File: src/rtl/xdiv_if.sv
// xdiv_if -- handshake and data bundle for the xdiv divider.
//   start     : request to begin a division (master -> slave)
//   sgn       : 1 = signed two's-complement, 0 = unsigned (sampled with start)
//   op_a      : dividend (sampled with start)
//   op_b      : divisor (sampled with start)
//   busy      : division in progress (slave -> master)
//   done      : one-cycle pulse, results valid
//   quotient  : registered quotient
//   remainder : registered remainder
//   dbz       : registered divide-by-zero flag of the last completed division
interface xdiv_if #(
  parameter int DATA_W = 32
);
  logic              start;
  logic              sgn;
  logic [DATA_W-1:0] op_a;
  logic [DATA_W-1:0] op_b;
  logic              busy;
  logic              done;
  logic [DATA_W-1:0] quotient;
  logic [DATA_W-1:0] remainder;
  logic              dbz;

  modport master (
    output start, sgn, op_a, op_b,
    input  busy, done, quotient, remainder, dbz
  );

  modport slave (
    input  start, sgn, op_a, op_b,
    output busy, done, quotient, remainder, dbz
  );
endinterface

File: src/rtl/xdiv.sv
// xdiv -- iterative restoring divider, signed or unsigned, fixed latency.
// One quotient bit is produced per clock (MSB first) on operand magnitudes;
// a final FIX cycle applies sign correction and registers the results.
// Ports:
//   clk : clock, rising edge
//   rst : asynchronous active-high reset
//   bus : xdiv_if.slave (start/sgn/op_a/op_b in; busy/done/quotient/remainder/dbz out)
module xdiv #(
  parameter int DATA_W = 32
) (
  input logic   clk,
  input logic   rst,
  xdiv_if.slave bus
);

  localparam int CNT_W = $clog2(DATA_W + 1);

  typedef enum logic [1:0] {
    IDLE = 2'd0,
    CALC = 2'd1,
    FIX  = 2'd2
  } state_t;

  state_t            r_state;
  state_t            w_state_next;

  logic              r_sgn;
  logic              r_a_neg;   // dividend negative (signed mode only)
  logic              r_b_neg;   // divisor negative (signed mode only)
  logic              r_b_zero;
  logic [DATA_W-1:0] r_a_raw;   // original dividend, returned on divide-by-zero
  logic [DATA_W-1:0] r_div;     // divisor magnitude
  logic [DATA_W-1:0] r_rem;     // partial remainder
  logic [DATA_W-1:0] r_quo;     // dividend shifts out the top, quotient bits enter the bottom
  logic [CNT_W-1:0]  r_cnt;
  logic              r_busy;
  logic              r_done;
  logic [DATA_W-1:0] r_q_out;
  logic [DATA_W-1:0] r_r_out;
  logic              r_dbz;

  logic              w_a_in_neg;
  logic              w_b_in_neg;
  logic [DATA_W-1:0] w_a_mag;
  logic [DATA_W-1:0] w_b_mag;
  logic [DATA_W:0]   w_shift;
  logic [DATA_W:0]   w_diff;
  logic              w_ge;
  logic              w_last;
  logic [DATA_W-1:0] w_q_fix;
  logic [DATA_W-1:0] w_r_fix;

  // Operand magnitudes at the start request.
  assign w_a_in_neg = bus.sgn & bus.op_a[DATA_W-1];
  assign w_b_in_neg = bus.sgn & bus.op_b[DATA_W-1];
  assign w_a_mag    = w_a_in_neg ? (~bus.op_a + 1'b1) : bus.op_a;
  assign w_b_mag    = w_b_in_neg ? (~bus.op_b + 1'b1) : bus.op_b;

  // One restoring step. The shifted remainder is always below twice the
  // divisor, so bit DATA_W of the difference is a reliable sign.
  assign w_shift = {r_rem, r_quo[DATA_W-1]};
  assign w_diff  = w_shift - {1'b0, r_div};
  assign w_ge    = ~w_diff[DATA_W];
  assign w_last  = (r_cnt == CNT_W'(DATA_W - 1));

  // Sign correction. Divide-by-zero bypasses it: all-ones quotient and the
  // untouched dividend. The -2^(N-1) / -1 case needs no special handling:
  // magnitude 2^(N-1) with equal signs already reads back as -2^(N-1).
  always_comb begin
    w_q_fix = r_quo;
    w_r_fix = r_rem;
    if (r_b_zero) begin
      w_q_fix = '1;
      w_r_fix = r_a_raw;
    end else begin
      if (r_a_neg ^ r_b_neg) w_q_fix = ~r_quo + 1'b1;
      if (r_a_neg)           w_r_fix = ~r_rem + 1'b1;
    end
  end

  always_ff @(posedge clk or posedge rst) begin
    if (rst) r_state <= IDLE;
    else     r_state <= w_state_next;
  end

  always_comb begin
    w_state_next = r_state;
    case (r_state)
      IDLE:    if (bus.start) w_state_next = CALC;
      CALC:    if (w_last)    w_state_next = FIX;
      FIX:     w_state_next = IDLE;
      default: w_state_next = IDLE;
    endcase
  end

  always_ff @(posedge clk or posedge rst) begin
    if (rst) begin
      r_sgn    <= 1'b0;
      r_a_neg  <= 1'b0;
      r_b_neg  <= 1'b0;
      r_b_zero <= 1'b0;
      r_a_raw  <= '0;
      r_div    <= '0;
      r_rem    <= '0;
      r_quo    <= '0;
      r_cnt    <= '0;
      r_busy   <= 1'b0;
      r_done   <= 1'b0;
      r_q_out  <= '0;
      r_r_out  <= '0;
      r_dbz    <= 1'b0;
    end else begin
      r_done <= 1'b0;
      case (r_state)
        IDLE: begin
          if (bus.start) begin
            r_sgn    <= bus.sgn;
            r_a_neg  <= w_a_in_neg;
            r_b_neg  <= w_b_in_neg;
            r_b_zero <= (bus.op_b == '0);
            r_a_raw  <= bus.op_a;
            r_div    <= w_b_mag;
            r_quo    <= w_a_mag;
            r_rem    <= '0;
            r_cnt    <= '0;
            r_busy   <= 1'b1;
          end
        end
        CALC: begin
          r_rem <= w_ge ? w_diff[DATA_W-1:0] : w_shift[DATA_W-1:0];
          r_quo <= {r_quo[DATA_W-2:0], w_ge};
          r_cnt <= r_cnt + 1'b1;
          // busy drops as FIX is entered so FIX is visibly a non-busy cycle.
          if (w_last) r_busy <= 1'b0;
        end
        FIX: begin
          r_q_out <= w_q_fix;
          r_r_out <= w_r_fix;
          r_dbz   <= r_b_zero;
          r_done  <= 1'b1;
        end
        default: ;
      endcase
    end
  end

  assign bus.busy      = r_busy;
  assign bus.done      = r_done;
  assign bus.quotient  = r_q_out;
  assign bus.remainder = r_r_out;
  assign bus.dbz       = r_dbz;

endmodule

File: src/flat_wrapper.sv
// flat-port wrapper written by rule: the top's interface ports become plain ports
module xdiv_flat 
#(
  parameter int DATA_W = 32
)
  (clk, rst, bus_start, bus_sgn, bus_op_a, bus_op_b, bus_busy, bus_done, bus_quotient, bus_remainder, bus_dbz);
  xdiv_if #(.DATA_W(DATA_W)) bus_i ();
  input logic clk;
  input logic rst;
  input wire logic [$bits(bus_i.start)-1:0] bus_start;
  input wire logic [$bits(bus_i.sgn)-1:0] bus_sgn;
  input wire logic [$bits(bus_i.op_a)-1:0] bus_op_a;
  input wire logic [$bits(bus_i.op_b)-1:0] bus_op_b;
  output wire logic [$bits(bus_i.busy)-1:0] bus_busy;
  output wire logic [$bits(bus_i.done)-1:0] bus_done;
  output wire logic [$bits(bus_i.quotient)-1:0] bus_quotient;
  output wire logic [$bits(bus_i.remainder)-1:0] bus_remainder;
  output wire logic [$bits(bus_i.dbz)-1:0] bus_dbz;
  assign bus_i.start = bus_start;
  assign bus_i.sgn = bus_sgn;
  assign bus_i.op_a = bus_op_a;
  assign bus_i.op_b = bus_op_b;
  assign bus_busy = bus_i.busy;
  assign bus_done = bus_i.done;
  assign bus_quotient = bus_i.quotient;
  assign bus_remainder = bus_i.remainder;
  assign bus_dbz = bus_i.dbz;
  xdiv #(.DATA_W(DATA_W)) u_core (.clk(clk), .rst(rst), .bus(bus_i));
endmodule
File: config.mk
export PLATFORM = sky130hd
export DESIGN_NAME = xdiv_flat
export DESIGN_NICKNAME = d
export VERILOG_FILES = /design/src/rtl/xdiv_if.sv /design/src/rtl/xdiv.sv /design/src/flat_wrapper.sv
export SDC_FILE = /design/constraint.sdc
export NUM_CORES = 1
export LEC_CHECK = 0
export CAP_MARGIN = 25
export CORE_MARGIN = 5
export CORE_UTILIZATION = 46
export DETAILED_ROUTE_END_ITERATION = 8
export GPL_ROUTABILITY_DRIVEN = 0
export PLACE_DENSITY = 0.67
export SYNTH_ARGS = -nofsm -noshare
export SYNTH_HDL_FRONTEND = slang
export SYNTH_SLANG_ARGS = --single-unit
File: constraint.sdc
create_clock -name clk -period 10.7 [get_ports clk]
set_input_delay 2.675 -clock clk [delete_from_list [all_inputs] [get_ports clk]]
set_output_delay 2.675 -clock clk [all_outputs]
set_load 0.01 [all_outputs]
==> run metrics, run 1 <==
ys async rst share=1.000; FF+latch count, synth=206; total power=4.142 mW; Post-CTS Setup Bufs=0; Core Area=0.02695 mm²; Synth top area share=0.4097; Sink Count=206; I/O pins=135; Max Clk Rate=184.5 MHz; Detailed Route WL=31,940 µm; H-tree depth=1; TritonCTS clock tree=done; P_leak=6.455 nW; Total GRT Usage=0.2058; top post-synthesis cells by count=260 x nand2_1, 206 x dfrtp_1, 166 x o21ai_0; post-synth cell types=62; RSZ-0062 raised after global routing=false; Layout area overhead=19.27%; CP arrival=5.89 ns; Max Cap Viol=0; Crit Path Class=input pin to flip-flop; post-synthesis sequential area ratio=0.4097; Nets=1,710; post-detail-place hpwl=23,180 µm; CP Data Required Time=11.16 ns; Primary FF master, synth=dfrtp_1; Port-buffer cells=134; period utilisation layout=0.5066; Yosys warnings=0; first-pass GRT wire length=53,320 µm; Slew Viols, Final=0; Via density=5.539; endpoints failing hold=0; Die Y=175.4 µm; vias=10,851; top cells by area, synth=dfrtp_1 41%, nand2_1 7.8%, o21ai_0 6.6%, xor2_1 5.8%, a21oi_1 4.7%; vias in the first global route=10,393; TritonCTS Buffers=24; filler cell count=2,517; post-synth top area cell=dfrtp_1; die area=0.03076 mm²; deepest clock path buffer count=3; DRT iter0 DRCs=674; GR Overflow Total=0; Post-Syn Instances=1,513; Syn Std Cell Area=0.01258 mm²; setup TNS=0 ns; Avg Cell Area, Syn=8.317 µm²; die width=175.4 µm; Clk Latency, worst-skew pair=0.52 ns; Peak VDD IR=0.1352 mV; worst slew pin tran=0.9783 ns; skew final=0.01226 ns; Tmin final=5.421 ns; Worst Hold Slack=0.4770 ns; crit-path max FO=4; Net Count, Synth=1,619; post-detailed-route count of antenna-violating nets=0; non-filler cells, final=1,959; # hold bufs at CTS=0; EDFF count, synth=0; Place WS=4.724 ns; CTS root buffer=clkbuf_16; # setup viols final=0; headroom to the max-slew limit=0.3478; Resize count post-CTS=0; crit path launch type=input pin; pwr dens=276.0 mW/mm²; placed cells=1,917; initial core utilization=0.4669; residual DRC count=0; Pre-Repair DR Iteration Count=7; crit path capture type=flip-flop; run status=finished clean; Hold Crit Class=flip-flop to flip-flop; largest net degree at the start of global routing=135; register clock-pin slew on the reported worst setup and hold paths=0.06 ns; # rows=60; WL/cell=16.30 µm; antenna violations before repair=0; n_diodes=0; fraction of layout cells with a size suffix above 1=0.04203; count leader, synth=nand2_1; final setup margin=5.279 ns
sequential cells by signal, indices dropped and copies added, names as in the netlist:
name                  count
u_core.r_state            2
u_core.r_b_neg            1
u_core.bus.dbz            1
u_core.r_cnt              6
u_core.r_div             32
u_core.bus.remainder     32
u_core.bus.quotient      32
u_core.r_a_neg            1
u_core.r_rem             32
u_core.r_b_zero           1
u_core.r_a_raw           32
u_core.bus.done           1
u_core.bus.busy           1
u_core.r_quo             32
worst max-delay path, stage by stage:
cell and delay [ns]:
clkdlybuf4s50_1 0.48, nor4_1 0.53, nand2b_1 0.16, nor3_1 0.42, nand2_1 0.13, or2_2 0.36
or3_1 0.40, or3b_2 0.46, a21oi_1 0.15, a221o_1 0.11
cell families after synthesis:
kind of cell | synth area share
flops | 0.4097
fa+ha+maj | 0.03838
xor+xnor | 0.09953
mux | 0.01511
buf+inv | 0.04196
compound gates | 0.2046
simple gates | 0.1907
final cells by class:
cell class	instances	area (µm²)	share of cell area
inverter	58	225.2	0.01501
multi-input combinational	1167	6928	0.4616
sequential	206	5156	0.3436
tap	341	426.7	0.02843
timing repair buffer	147	1491	0.09938
clock inverter	7	96.34	0.006419
clock buffer	33	684.4	0.04560
cells in the final DEF (no fill, tap or decap), types with 4 or more instances in the layout:
master | synthesis | final
o21a_1 | 5 | 5
o21ai_0 | 166 | 166
or3_1 | 17 | 17
mux2i_1 | 19 | 19
nor3b_1 | 4 | 4
a31oi_1 | 5 | 5
o31ai_1 | 25 | 25
inv_1 | 57 | 56
o311ai_0 | 13 | 13
clkbuf_1 | 72 | 4
nor2_1 | 132 | 131
o41ai_1 | 15 | 15
clkbuf_16 | 0 | 24
nor4_1 | 11 | 11
nand4_1 | 6 | 6
clkbuf_8 | 0 | 5
nand2b_1 | 13 | 12
and2_1 | 7 | 7
ha_1 | 37 | 37
nand3_1 | 24 | 24
a211oi_1 | 5 | 5
nor2b_1 | 5 | 4
o211ai_1 | 6 | 6
clkinv_2 | 0 | 4
nand3b_1 | 6 | 6
xor2_1 | 83 | 83
clkdlybuf4s50_1 | 0 | 134
nand2_1 | 260 | 259
a21oi_1 | 119 | 119
a21o_1 | 8 | 8
o21bai_1 | 6 | 5
buf_4 | 0 | 10
nor3_1 | 23 | 23
xnor2_1 | 60 | 60
a22oi_1 | 27 | 27
or2_2 | 4 | 4
a32oi_1 | 7 | 7
or4_1 | 14 | 14
o22ai_1 | 5 | 5
dfrtp_1 | 206 | 205
report_power, final:
part	internal (mW)	total, mW	switching, mW
sequential	1.04	1.34	0.299
clock	0.492	0.810	0.318
combinational	0.919	2.00	1.08
per-stage QoR:
step                  util  instance area (µm²)
finish              0.5569                15010
global route        0.5569                15010
CTS                 0.5551                14960
detailed placement  0.5261                14180
global placement    0.5251                14150
floorplan                -                12580
path summary, 6_finish.rpt:
path	start	end	slack, ns	cells after the start
setup reg to reg	u_core.r_quo[31]	u_core.r_rem[3]	6.77	13
max in group asynchronous	rst	u_core.r_b_zero	6.39	3
min in group asynchronous	rst	u_core.bus.dbz	2.74	2
hold reg to reg	u_core.r_div[11]	u_core.r_div[11]	0.48	2
setup / recovery	bus_op_a[8]	u_core.r_quo[31]	5.28	10
hold / removal	u_core.r_div[11]	u_core.r_div[11]	0.48	2
metal layers:
metal | up-vias | GRT usage | routed length (µm)
li1 | 5465 | - | -
met1 | 5064 | 0.2857 | 14710
met2 | 275 | 0.3453 | 14810
met3 | 47 | 0.02561 | 1640
met4 | 0 | 0.05041 | 774
met5 | - | 0 | 0
(Power assumes the default switching activity.)
==> inputs of run 2 (changes only) <==
Clock period 10.7 ns to 5.4 ns, I/O delays scaled along.
==> run metrics, run 2 (synthesis gave the netlist of run 1 again) <==
worst-path cell chain=inv_1 -> ha_1 -> fa_1 -> nand2b_1 -> a21oi_1 -> o21ai_0 -> and4b_1 -> nor3_1 -> o21ba_2 -> o311a_2 -> buf_4 -> mux2i_1 -> o21ai_0; # setup viols final=0 (unchanged); Crit Path Class=flip-flop to flip-flop; CP arrival=4.62 ns (-1.27 ns); Total GRT Usage=0.2064 (+0.0005343); filler cell count=2,490 (-1.1%); DRT iter0 DRCs=803 (+19%); pwr dens=542.8 mW/mm² (+97%); Die Y=175.4 µm (unchanged); H-tree depth=1 (unchanged); die area=0.03076 mm² (unchanged); P_leak=6.455 nW (about the same); die width=175.4 µm (unchanged); Cell Int Power=4.780 mW (+95%); run status=finished clean; combinational power share=0.484 (+0.002); CP Data Required Time=5.78 ns (-5.38 ns); power share of the clock group=0.190 (-0.006); Hold Crit Class=flip-flop to flip-flop; vias=10,889 (+0.35%); I/O pins=135 (unchanged); register clock-pin slew on the reported worst setup and hold paths=0.06 ns (about the same); Sink Count=206 (unchanged); Multi-input gate area=0.006928 mm² (unchanged); crit path buf inv count=2 (+1); post-detailed-route count of antenna-violating nets=0 (unchanged); Pre-Repair DR Iteration Count=7 (unchanged); busiest grt layer=met2; WL/cell=16.44 µm (+0.82%); Place WS=0.7570 ns (-3.967 ns); final setup margin=1.158 ns (-4.121 ns); TritonCTS Buffers=24 (unchanged); Switching Share=0.4145 (+0.005692); initial core utilization=0.4669 (unchanged); period utilisation layout=0.7855; vias in the first global route=10,461 (+0.65%); Core Area=0.02695 mm² (unchanged); # hold bufs at CTS=0 (unchanged); TritonCTS clock tree=done; Detailed Route WL=32,350 µm (+1.3%); CTS root buffer=clkbuf_16; stages on the worst setup path=13 (+3); Tmin final=4.242 ns; RSZ-0062 raised after global routing=false; Nets=1,716 (+0.35%); n_diodes=0 (unchanged); setup TNS=0 ns (unchanged); endpoints failing hold=0 (unchanged); Resize count post-CTS=0 (unchanged); sequential cell area=0.005156 mm² (unchanged); commonest non-fill, non-tap cells in the layout=259 x nand2_1, 205 x dfrtp_1, 166 x o21ai_0, 134 x clkdlybuf4s50_1, 131 x nor2_1; crit-path max FO=34 (+30); fraction of layout cells with a size suffix above 1=0.04302 (+0.0009968); Slew Viols, Final=0 (unchanged); # rows=60 (unchanged); Post-CTS Setup Bufs=0 (unchanged); crit path capture type=flip-flop; Max Cap Viol=0 (unchanged); GRT met2 Usage=0.3500 (+0.004684); Peak VDD IR=0.2520 mV (+86%); crit-path max cell delay=0.66 ns (+0.13 ns); headroom to the max-slew limit=0.3820 (+0.03417); first-pass GRT wire length=53,490 µm (+0.32%); worst slew pin tran=0.9252 ns (-0.05316 ns); Clk Latency, worst-skew pair=0.53 ns (about the same); skew final=0.01626 ns (+0.004000 ns); cell mode on critical path=o21ai_0; largest net degree at the start of global routing=83 (-39%); M1 GR Usage=0.2863 (+0.0006722); Slowest cell on crit path=o311a_2; residual DRC count=0 (unchanged); Top Family by Delay on Critical Path=compound AO/OA/AOI/OAI gates; most common cell after layout, fill and taps aside=nand2_1; sequential share of power=0.326 (+0.004); Worst Hold Slack=0.4765 ns (-0.0005540 ns); antenna violations before repair=0 (unchanged); Layout area overhead=19.52%; met3 Track Usage GR=0.02238 (-0.003229); Max Clk Rate=235.7 MHz; Port-buffer cells=134 (unchanged); post-detail-place hpwl=24,090 µm (+3.9%); crit path launch type=flip-flop; Worst Reg-to-Reg Cells=13 (unchanged); deepest clock path buffer count=3 (unchanged); Hold Path Cell Cnt=2 (unchanged); GR Overflow Total=0 (unchanged); Via density=5.533 (-0.11%); NetSw=3.384 mW (+100%)
## run 2: changes by cell type in the layout (fill, tap and decap cells not counted), moves of 2 or more
cell        delta
clkbuf_1       +7
buf_12         +3
buf_4          +3
clkinv_2       -3
clkinvlp_4     +3
clkbuf_8       -2
## run 2: final timing paths
kind                                               start                  endpoint  slack, ns
worst max register to register          u_core.r_quo[31]           u_core.r_rem[2]       1.16
worst min register to register  u_core.bus.remainder[27]  u_core.bus.remainder[27]       0.48
min in group asynchronous                            rst    u_core.bus.quotient[0]       1.21
worst max-delay path                    u_core.r_quo[31]           u_core.r_rem[2]       1.16
worst min-delay path            u_core.bus.remainder[27]  u_core.bus.remainder[27]       0.48
max in group asynchronous                            rst           u_core.r_b_zero       3.31
## run 2: worst register-to-register path: cells and delay by family (launching register included)
family | cells | cell delay, ns
buffers and inverters | 2 | 0.46
flip-flops | 1 | 0.45
AND/OR/NAND/NOR | 3 | 0.83
adder cells (fa/ha/maj) | 2 | 0.65
multiplexers | 1 | 0.21
AO/OA/AOI/OAI | 5 | 1.49
## run 2: power by group through the flow
stage / registers [mW] / logic, mW / clock network (mW)
6_report: 2.66 / 3.95 / 1.55
5_1_grt: 2.74 / 4.47 / 1.64
4_1_cts: 2.66 / 3.96 / 1.59
3_5_place_dp: 2.67 / 3.94 / 0
3_3_place_gp: 2.66 / 3.86 / 0
2_1_floorplan: 2.51 / 2.95 / 0
## run 2: layout make-up
class                           count  share of cell area
Inverter                           58             0.01473
Sequential cell                   206              0.3428
Clock buffer                       38             0.04542
Clock inverter                      5            0.004409
Multi-Input combinational cell   1167              0.4606
Tap cell                          341             0.02837
Timing Repair Buffer              153              0.1036
## run 2: routing by layer
metal  part of all wire  vias to the layer above  routed length, µm
li1                   -                     5496                  -
met1               0.46                     5073              14910
met2               0.47                      274              15190
met3              0.047                       46               1521
met4              0.022                        0                719
met5                  0                        -                  0
## run 2: metrics by stage
stage	cell area (µm²)	total power [mW]	instances	utilization
after floorplan	12590	5.460	1513	-
after global placement	14230	6.515	1922	0.5280
after detailed placement	14280	6.615	1924	0.5298
after CTS	15030	8.201	1967	0.5576
after global routing	15040	8.849	1968	0.5580
final	15040	8.164	1968	0.5580
